[src/rtl/mem_port_arbiter_pkg.sv]
// Shared types and defaults for the unified memory-port arbiter.
// The state encoding is fixed so the debug state output keeps its meaning between builds.
package mem_port_arbiter_pkg;

  localparam int ARB_ADDR_W   = 32;
  localparam int ARB_DATA_W   = 32;
  localparam int ARB_MAX_WAIT = 15;

  typedef enum logic [2:0] {
    ARB_IDLE    = 3'd0,
    ARB_IF_BUSY = 3'd1,
    ARB_DM_BUSY = 3'd2,
    ARB_IF_RESP = 3'd3,
    ARB_DM_RESP = 3'd4
  } arb_state_e;

  function automatic logic arb_is_busy(arb_state_e s);
    return (s == ARB_IF_BUSY) || (s == ARB_DM_BUSY);
  endfunction

endpackage

[src/rtl/mem_port_arbiter_wait_timer.sv]
// Saturating wait counter. Cleared on each grant and advanced on every busy cycle without mem_ready.
// last flags the enabled increment that lands on MAX_WAIT, so the caller aborts in that same cycle.
module mem_port_arbiter_wait_timer #(
  parameter int MAX_WAIT = 15
) (
  input  logic clk,
  input  logic reset_n,
  input  logic clr,
  input  logic en,
  output logic last
);

  localparam int CW = $clog2(MAX_WAIT + 1);
  localparam logic [CW-1:0] CNT_MAX  = CW'(MAX_WAIT);
  localparam logic [CW-1:0] CNT_LAST = CW'(MAX_WAIT - 1);

  logic [CW-1:0] cnt_q, cnt_d;

  always_comb begin
    cnt_d = cnt_q;
    if (clr) begin
      cnt_d = '0;
    end else if (en && (cnt_q != CNT_MAX)) begin
      cnt_d = cnt_q + 1'b1;
    end
  end

  always_ff @(posedge clk) begin
    if (!reset_n) begin
      cnt_q <= '0;
    end else begin
      cnt_q <= cnt_d;
    end
  end

  assign last = en && (cnt_q == CNT_LAST);

endmodule

[src/rtl/mem_port_arbiter.sv]
// Shares one variable-latency memory port between instruction fetch and data access.
// Data wins in IDLE, the RESP states alternate the two sources, and grants are never preempted.
module mem_port_arbiter
  import mem_port_arbiter_pkg::*;
#(
  parameter int ADDR_W   = ARB_ADDR_W,
  parameter int DATA_W   = ARB_DATA_W,
  parameter int MAX_WAIT = ARB_MAX_WAIT
) (
  input  logic              clk,
  input  logic              reset_n,
  input  logic              if_req,
  input  logic [ADDR_W-1:0] if_addr,
  input  logic              flushF,
  input  logic              dm_req,
  input  logic              dm_we,
  input  logic [ADDR_W-1:0] dm_addr,
  input  logic [DATA_W-1:0] dm_wdata,
  output logic              mem_req,
  output logic              mem_we,
  output logic [ADDR_W-1:0] mem_addr,
  output logic [DATA_W-1:0] mem_wdata,
  input  logic [DATA_W-1:0] mem_rdata,
  input  logic              mem_ready,
  output logic [DATA_W-1:0] if_rdata,
  output logic              if_valid,
  output logic [DATA_W-1:0] dm_rdata,
  output logic              dm_valid,
  output logic              memstallF,
  output logic              memstallM,
  output logic              mem_timeout,
  output arb_state_e        dbg_state
);

  // Handshake: a requester holds *_req (and its address/data) until it sees the one-cycle
  // *_valid pulse; if_req may also be withdrawn by flushF. The memory side sees a registered
  // mem_req held for the whole access and completes it in any cycle where mem_ready is high.

  arb_state_e        state_q, state_d;
  logic              mem_req_q, mem_req_d;
  logic              mem_we_q, mem_we_d;
  logic [ADDR_W-1:0] mem_addr_q, mem_addr_d;
  logic [DATA_W-1:0] mem_wdata_q, mem_wdata_d;
  logic [DATA_W-1:0] if_rdata_q, if_rdata_d;
  logic [DATA_W-1:0] dm_rdata_q, dm_rdata_d;
  logic              drop_q, drop_d;
  logic              mem_timeout_q, mem_timeout_d;

  logic grant_if, grant_dm, busy, done, abort, wait_last;

  assign busy  = arb_is_busy(state_q);
  assign done  = busy && mem_ready;
  assign abort = busy && !mem_ready && wait_last;

  mem_port_arbiter_wait_timer #(.MAX_WAIT(MAX_WAIT)) u_wait_timer (
    .clk     (clk),
    .reset_n (reset_n),
    .clr     (grant_if || grant_dm),
    .en      (busy && !mem_ready),
    .last    (wait_last)
  );

  always_ff @(posedge clk) begin
    if (!reset_n) begin
      state_q <= ARB_IDLE;
    end else begin
      state_q <= state_d;
    end
  end

  always_comb begin
    state_d  = state_q;
    grant_if = 1'b0;
    grant_dm = 1'b0;
    case (state_q)
      ARB_IDLE: begin
        if (dm_req) begin
          grant_dm = 1'b1;
          state_d  = ARB_DM_BUSY;
        end else if (if_req && !flushF) begin
          grant_if = 1'b1;
          state_d  = ARB_IF_BUSY;
        end
      end
      ARB_IF_BUSY: if (done || abort) state_d = ARB_IF_RESP;
      ARB_DM_BUSY: if (done || abort) state_d = ARB_DM_RESP;
      // IF is never re-granted here, so a still-held fetch is not serviced twice.
      ARB_IF_RESP: begin
        if (dm_req) begin
          grant_dm = 1'b1;
          state_d  = ARB_DM_BUSY;
        end else begin
          state_d = ARB_IDLE;
        end
      end
      ARB_DM_RESP: begin
        if (if_req && !flushF) begin
          grant_if = 1'b1;
          state_d  = ARB_IF_BUSY;
        end else begin
          state_d = ARB_IDLE;
        end
      end
      default: state_d = ARB_IDLE;
    endcase
  end

  always_comb begin
    if_valid  = (state_q == ARB_IF_RESP) && !drop_q && !flushF;
    dm_valid  = (state_q == ARB_DM_RESP);
    memstallF = if_req && !if_valid && !flushF;
    memstallM = dm_req && !dm_valid;
    dbg_state = state_q;
  end

  always_comb begin
    mem_req_d     = mem_req_q;
    mem_we_d      = mem_we_q;
    mem_addr_d    = mem_addr_q;
    mem_wdata_d   = mem_wdata_q;
    if_rdata_d    = if_rdata_q;
    dm_rdata_d    = dm_rdata_q;
    drop_d        = drop_q;
    mem_timeout_d = mem_timeout_q || abort;

    if (grant_dm) begin
      mem_req_d   = 1'b1;
      mem_we_d    = dm_we;
      mem_addr_d  = dm_addr;
      mem_wdata_d = dm_wdata;
    end else if (grant_if) begin
      mem_req_d  = 1'b1;
      mem_we_d   = 1'b0;
      mem_addr_d = if_addr;
    end else if (done || abort) begin
      mem_req_d = 1'b0;
      mem_we_d  = 1'b0;
    end

    // A timed-out access returns zero data rather than whatever is on the bus.
    if (state_q == ARB_IF_BUSY && (done || abort)) begin
      if_rdata_d = done ? mem_rdata : '0;
    end
    if (state_q == ARB_DM_BUSY && (done || abort)) begin
      dm_rdata_d = done ? mem_rdata : '0;
    end

    // An in-flight fetch cannot be cancelled at the memory, so a flush only marks its data dead.
    if (state_q == ARB_IF_RESP) begin
      drop_d = 1'b0;
    end else if (state_q == ARB_IF_BUSY && flushF) begin
      drop_d = 1'b1;
    end
  end

  always_ff @(posedge clk) begin
    if (!reset_n) begin
      mem_req_q     <= 1'b0;
      mem_we_q      <= 1'b0;
      mem_addr_q    <= '0;
      mem_wdata_q   <= '0;
      if_rdata_q    <= '0;
      dm_rdata_q    <= '0;
      drop_q        <= 1'b0;
      mem_timeout_q <= 1'b0;
    end else begin
      mem_req_q     <= mem_req_d;
      mem_we_q      <= mem_we_d;
      mem_addr_q    <= mem_addr_d;
      mem_wdata_q   <= mem_wdata_d;
      if_rdata_q    <= if_rdata_d;
      dm_rdata_q    <= dm_rdata_d;
      drop_q        <= drop_d;
      mem_timeout_q <= mem_timeout_d;
    end
  end

  assign mem_req     = mem_req_q;
  assign mem_we      = mem_we_q;
  assign mem_addr    = mem_addr_q;
  assign mem_wdata   = mem_wdata_q;
  assign if_rdata    = if_rdata_q;
  assign dm_rdata    = dm_rdata_q;
  assign mem_timeout = mem_timeout_q;

endmodule
[config.mk]
export PLATFORM = sky130hd
export DESIGN_NAME = mem_port_arbiter
export DESIGN_NICKNAME = d
export VERILOG_FILES = /design/src/rtl/mem_port_arbiter_pkg.sv /design/src/rtl/mem_port_arbiter_wait_timer.sv /design/src/rtl/mem_port_arbiter.sv
export SDC_FILE = /design/constraint.sdc
export NUM_CORES = 1
export LEC_CHECK = 0
export CORE_MARGIN = 3
export CORE_UTILIZATION = 36
export CTS_CLUSTER_SIZE = 14
export DETAILED_ROUTE_END_ITERATION = 8
export PLACE_DENSITY_LB_ADDON = 0.2
export RECOVER_POWER = 50
export SYNTH_ARGS = -nofsm -noshare
export SYNTH_HDL_FRONTEND = slang
export SYNTH_SLANG_ARGS = --single-unit
[constraint.sdc]
create_clock -name clk -period 1.7 [get_ports clk]
set_clock_uncertainty 0.15 [all_clocks]
set_input_delay 0.51 -clock clk [delete_from_list [all_inputs] [get_ports clk]]
set_output_delay 0.51 -clock clk [all_outputs]
set_load 0.005 [all_outputs]
=== Word-level counts from Yosys, hierarchy flattened ===
Index checks and enable logic that the tools add are counted.

* Output and inout port bits: 138
* Flip-flop bits (word level): 139

* Reduce and logical (&&, ||, !) cells: 30
* Add/subtract/negate cells: 1
* Muxes and demuxes: 20
* Bitwise logic cells: 1
* Equal/unequal tests: 9

{| class="wikitable"
|+ Operators by type and width
! kind !! count
|-
| $mux 32 || 3
|-
| $pmux 3 s5 || 1
|-
| $logic_and 1x1->1 || 14
|-
| $mux 3 || 4
|-
| $mux 1 || 10
|-
| $eq 3x2->1 const B || 2
|-
| $reduce_or 2->1 || 3
|-
| $logic_not 1->1 || 5
|-
| $add 4x1->4 const B || 1
|-
| $eq 4x4->1 const B || 1
|-
| $logic_or 1x1->1 || 4
|-
| $ne 2x1->1 const B || 2
|-
| $ne 4x4->1 const B || 1
|-
| $eq 3x1->1 const B || 1
|-
| $eq 3x3->1 const B || 1
|-
| $logic_not 3->1 || 1
|-
| $ne 3x3->1 const B || 1
|-
| $reduce_and 3->1 || 1
|-
| $reduce_bool 3->1 || 1
|-
| $mux 2 || 1
|-
| $pmux 1 s2 || 1
|-
| $reduce_bool 2->1 || 1
|-
| $not 1->1 || 1
|}

=== Logic depth before layout (Yosys ltp) ===
* Depth in word-level cells: 9
* Depth in mapped cells: 8
* Gate-level depth less buffers: 6

=== Hierarchy ===
From an unflattened synthesis, not the netlist that was laid out.

* Cell total of the unflattened synthesis: 610
* Area total of the unflattened synthesis: 5567.8 um^2

{| class="wikitable"
|+ Modules (own cells, without submodules)
! module !! area an instance (um^2) !! instances !! cells an instance !! seq. area each (um^2)
|-
| mem_port_arbiter || 5357.6 || 1 || 587 || 2702.6
|-
| mem_port_arbiter_wait_timer || 210.2 || 1 || 23 || 80.1
|}

=== Worst setup path after synthesis ===
Ideal clock, no wire load.

* Path type: register to register
* From: register u_wait_timer.cnt_q[0]
* To: register state_q[1], in the netlist dbg_state[1]
* Path slack: -114 ps
* Clock period less this slack: 1814 ps
* Arrival: 1594 ps
* Buffers on the path: 1
* Library setup time: 70 ps
* Cell stages (with the launch flop): 8
* Cells stage by stage: dfxtp_1 > inv_1 > ha_1 > and3_1 > clkbuf_1 > or4_4 > or2_0 > a21boi_1

* Cells in the longest elaborated chain, start to end: 6

{| class="wikitable"
|+ Ends and longest elaborated chain
! item !! RTL line !! source
|-
| start: declaration || mem_port_arbiter_wait_timer.sv:17 || <nowiki>logic [CW-1:0] cnt_q, cnt_d;</nowiki>
|-
| start signal: assignment || mem_port_arbiter_wait_timer.sv:32 || <nowiki>cnt_q <= cnt_d;</nowiki>
|-
| $eq 4x4->1 (*) || mem_port_arbiter_wait_timer.sv:36 || <nowiki>assign last = en && (cnt_q == CNT_LAST);</nowiki>
|-
| $logic_and 1x1->1 (*) || mem_port_arbiter_wait_timer.sv:36 ||
|-
| $logic_and 1x1->1 (*) || mem_port_arbiter.sv:53 || <nowiki>assign abort = busy && !mem_ready && wait_last;</nowiki>
|-
| $logic_or 1x1->1 (*) || mem_port_arbiter.sv:85, mem_port_arbiter.sv:86 ||
|-
| $ne 2x1->1 (no line) || n/a ||
|-
| $reduce_and 3->1 (no line) (*) || n/a ||
|-
| end signal: assignment || mem_port_arbiter.sv:67 || <nowiki>state_q <= state_d;</nowiki>
|-
| end: declaration || mem_port_arbiter.sv:39 || <nowiki>arb_state_e state_q, state_d;</nowiki>
|}

Mark *: on every way between the ends. The rest lies on a longest branch, timed or not.
A chain may end at the register's enable or synchronous reset.

=== Worst setup path after layout ===
* From: register state_q[0], in the netlist dbg_state[0]
* To: output port memstallF

* Cells in the longest elaborated chain, start to end: 6

{| class="wikitable"
|+ Ends and longest elaborated chain
! item !! RTL line !! source
|-
| $eq 3x2->1 || mem_port_arbiter.sv:109 || <nowiki>if_valid = (state_q == ARB_IF_RESP) && !drop_q && !flushF;</nowiki>
|-
| $logic_and 1x1->1 (2 in series) || mem_port_arbiter.sv:109 ||
|-
| $logic_not 1->1 || mem_port_arbiter.sv:111 || <nowiki>memstallF = if_req && !if_valid && !flushF;</nowiki>
|-
| $logic_and 1x1->1 (2 in series) || mem_port_arbiter.sv:111 ||
|-
| end: declaration || mem_port_arbiter.sv:29 || <nowiki>output logic memstallF,</nowiki>
|}

Every way passes these cells.

==> out/results.ini <==
[layout]
final_common_cell=clkdlybuf4s50_1
antenna_cells=0
layoutNonFillerInstCount=1070
nets=1014
layout_common_cells=clkdlybuf4s50_1 (130), dfxtp_1 (100), nor2b_1 (98), nand2_1 (69), dlygate4sd2_1 (67)
area_growth_pct=91.44
layout-drive-gt1-share_pct=29.66
fin_area_um2=10270

[critical_path]
r2r_start=dbg_state[0]$_SDFFE_PN0P_
crit_start=dbg_state[0]$_SDFFE_PN0P_
crit_type=flip-flop to output port
r2r_slack_ns=-0.25
end_kind=output port
crit_path_end=memstallF
r2r_cells=7
arrival_ns=1.31
cp_max_fo=5
rr_endpoint=mem_addr[1]$_SDFFE_PN0P_
start_kind=flip-flop
required_ns=1.04

[global_routing]
grt_overflow=0
grt_pass1_vias=5972
grt_pass1_wl_um=32440
antenna_found_initial=0
grt_usage_pct=25.37
grt_max_degree=55

[placed_design]
dp_hpwl_um=12720
port_buffers=272
dpl_worst_slack_ns=-1.057
gp_congestion=0.8101
place_area_um2=8489
dp.cells=986

[yosys]
synth-seq-cells=139
synth_cell_type_count=41
syn_nets=683
ys_async_sr_fraction_pct=0
synth_edf_count=0
synthesis.area_um2=5363
yosysWarnings=0
syn_inst=546
syn_area_per_cell_um2=9.822
synth_flop_cell=dfxtp_1
seq_area_frac_synth_pct=51.89

[detailed_routing]
wl_met1_um=8433
viasPerCell=5.313
drt-total-wl_um=21840
drc=0
routedWlPerCell_um=20.41
dr.pass1.iters=7
highest-signal-layer=met4
antenna_left=0
met3_length_um=1731
drt-initial-drc-count=363
wl_met2_um=11110
vias=5685

[status]
outcome=finished with violations
violations=setup timing

[timing]
finalCritPeriodShare_pct=116.1
setup_slack_ns=-0.2743
setup_viol=145
fmax_mhz=506.5
finalHoldViolations=0
slew_headroom_pct=69.60
worst_pin_slew_ns=0.4560
fin_crit_ns=1.974
rsz0062_at_grt=true
drv_slew=0

[min_path]
hp-class=flip-flop to flip-flop

[power]
p_per_area_nw_per_um2=1110
vdd_ir_drop_max_mv=0.7905
p_leak_nw=4.061
total_power_w=0.01140

[clock_tree]
clock_latency_ns=0.42
cts_tree=built
cts_max_level=4
clockRootBuffer=clkbuf_16
clockBufferDepth=2
cts_sinks=139
cts_buffers=17
clk_pin_slew_ns=0.06

[floorplanning]
dieArea_um2=16400
core-area_um2=14200
start_util_pct=37.76
die_w_um=128.1
rows=43
dieHeight_um=128.1
io_pins=273

[run]
cap_violations=0

layout make-up:
type	instances	area, um^2
fillers	1022	3938
inverters	4	20.02
clock inverters	14	171.4
flip-flops and latches	139	2836
repair buffers	362	3722
well taps	180	225.2
multi-input cells	353	2861
clock buffers	18	429.2
worst min path at each step:
stage / slack, ns / start / cells past startpoint / end
after floorplan: 0.30 / mem_we$_SDFFE_PN0P_ / 2 / mem_we$_SDFFE_PN0P_
after global placement: 0.30 / mem_wdata[12]$_SDFFE_PN0P_ / 2 / mem_wdata[12]$_SDFFE_PN0P_
after detailed placement: 0.31 / mem_wdata[15]$_SDFFE_PN0P_ / 2 / mem_wdata[15]$_SDFFE_PN0P_
after CTS: 0.30 / mem_wdata[15]$_SDFFE_PN0P_ / 2 / mem_wdata[15]$_SDFFE_PN0P_
after global routing: 0.32 / mem_wdata[16]$_SDFFE_PN0P_ / 2 / mem_wdata[16]$_SDFFE_PN0P_
final: 0.30 / mem_wdata[1]$_SDFFE_PN0P_ / 2 / mem_wdata[1]$_SDFFE_PN0P_
worst max-delay path, cell delays in order (launching register included):
cell and delay, ns:
dfxtp_4 0.35, buf_8 0.14, a41oi_4 0.25, buf_2 0.16
registers in the layout, indices dropped and copies added (netlist names), 3 cells and up:
name	count
u_wait_timer.cnt_q	4
if_rdata	32
mem_wdata	32
dm_rdata	32
dbg_state	3
mem_addr	32
per-stage QoR:
| stage | TNS (ns) | util [%] | hold slack, ns |
|---|---|---|---|
| after floorplan | -0.2061 | - | 0.3025 |
| after global placement | -59.49 | 59.77 | 0.2980 |
| after detailed placement | -63.71 | 59.77 | 0.3084 |
| after CTS | -17.15 | 70.63 | 0.3027 |
| after global routing | -31.45 | 72.28 | 0.3226 |
| final | -21.02 | 72.28 | 0.2990 |
Yosys cell counts (2+ instances only):
library cell,number,share of area (%)
a21boi_0,33,4.6
a21oi_1,6,0.56
a222oi_1,32,6.0
a22oi_1,64,9.0
and2_1,3,0.35
and3_1,2,0.23
buf_2,26,2.4
buf_6,4,0.84
clkbuf_1,18,1.3
dfxtp_1,139,52
ha_1,2,0.47
inv_1,4,0.28
nand2_1,72,5.0
nand2b_1,2,0.23
nand3_1,5,0.47
nor2_1,5,0.35
nor2b_1,99,12
nor3_1,4,0.37
nor3b_1,2,0.28
o21ai_0,2,0.19
o21ai_1,2,0.19
where the power goes:
group          internal (W)  total (W)  switching [W]
combinational       0.00211    0.00376        0.00165
sequential          0.00363    0.00385       0.000216
clock               0.00231    0.00379        0.00148
total               0.00805     0.0114        0.00335
repair_timing:
action	in CTS	in global routing
hold buffers	0	0
setup buffers	24	21
gates cloned	17	5
resized for setup	308	183
endpoints found under the setup margin	275	225
pin swaps	51	49
per-layer routing:
layer | GRT usage (%) | vias up
li1 | - | 2631
met1 | 28.49 | 2746
met2 | 44.86 | 266
met3 | 8.000 | 42
met4 | 9.488 | 0
met5 | 0 | -
kinds of logic after synthesis:
family                   after synthesis  synth area share, %
AND/OR/NAND/NOR                      202                20.42
AO/OA/AOI/OAI                        145                21.40
flip-flops                           139                51.89
buffers and inverters                 54                5.016
XOR/XNOR                               3               0.6301
adder cells (fa/ha/maj)                3               0.6532
Note: power is estimated with default switching activity, not from simulation.
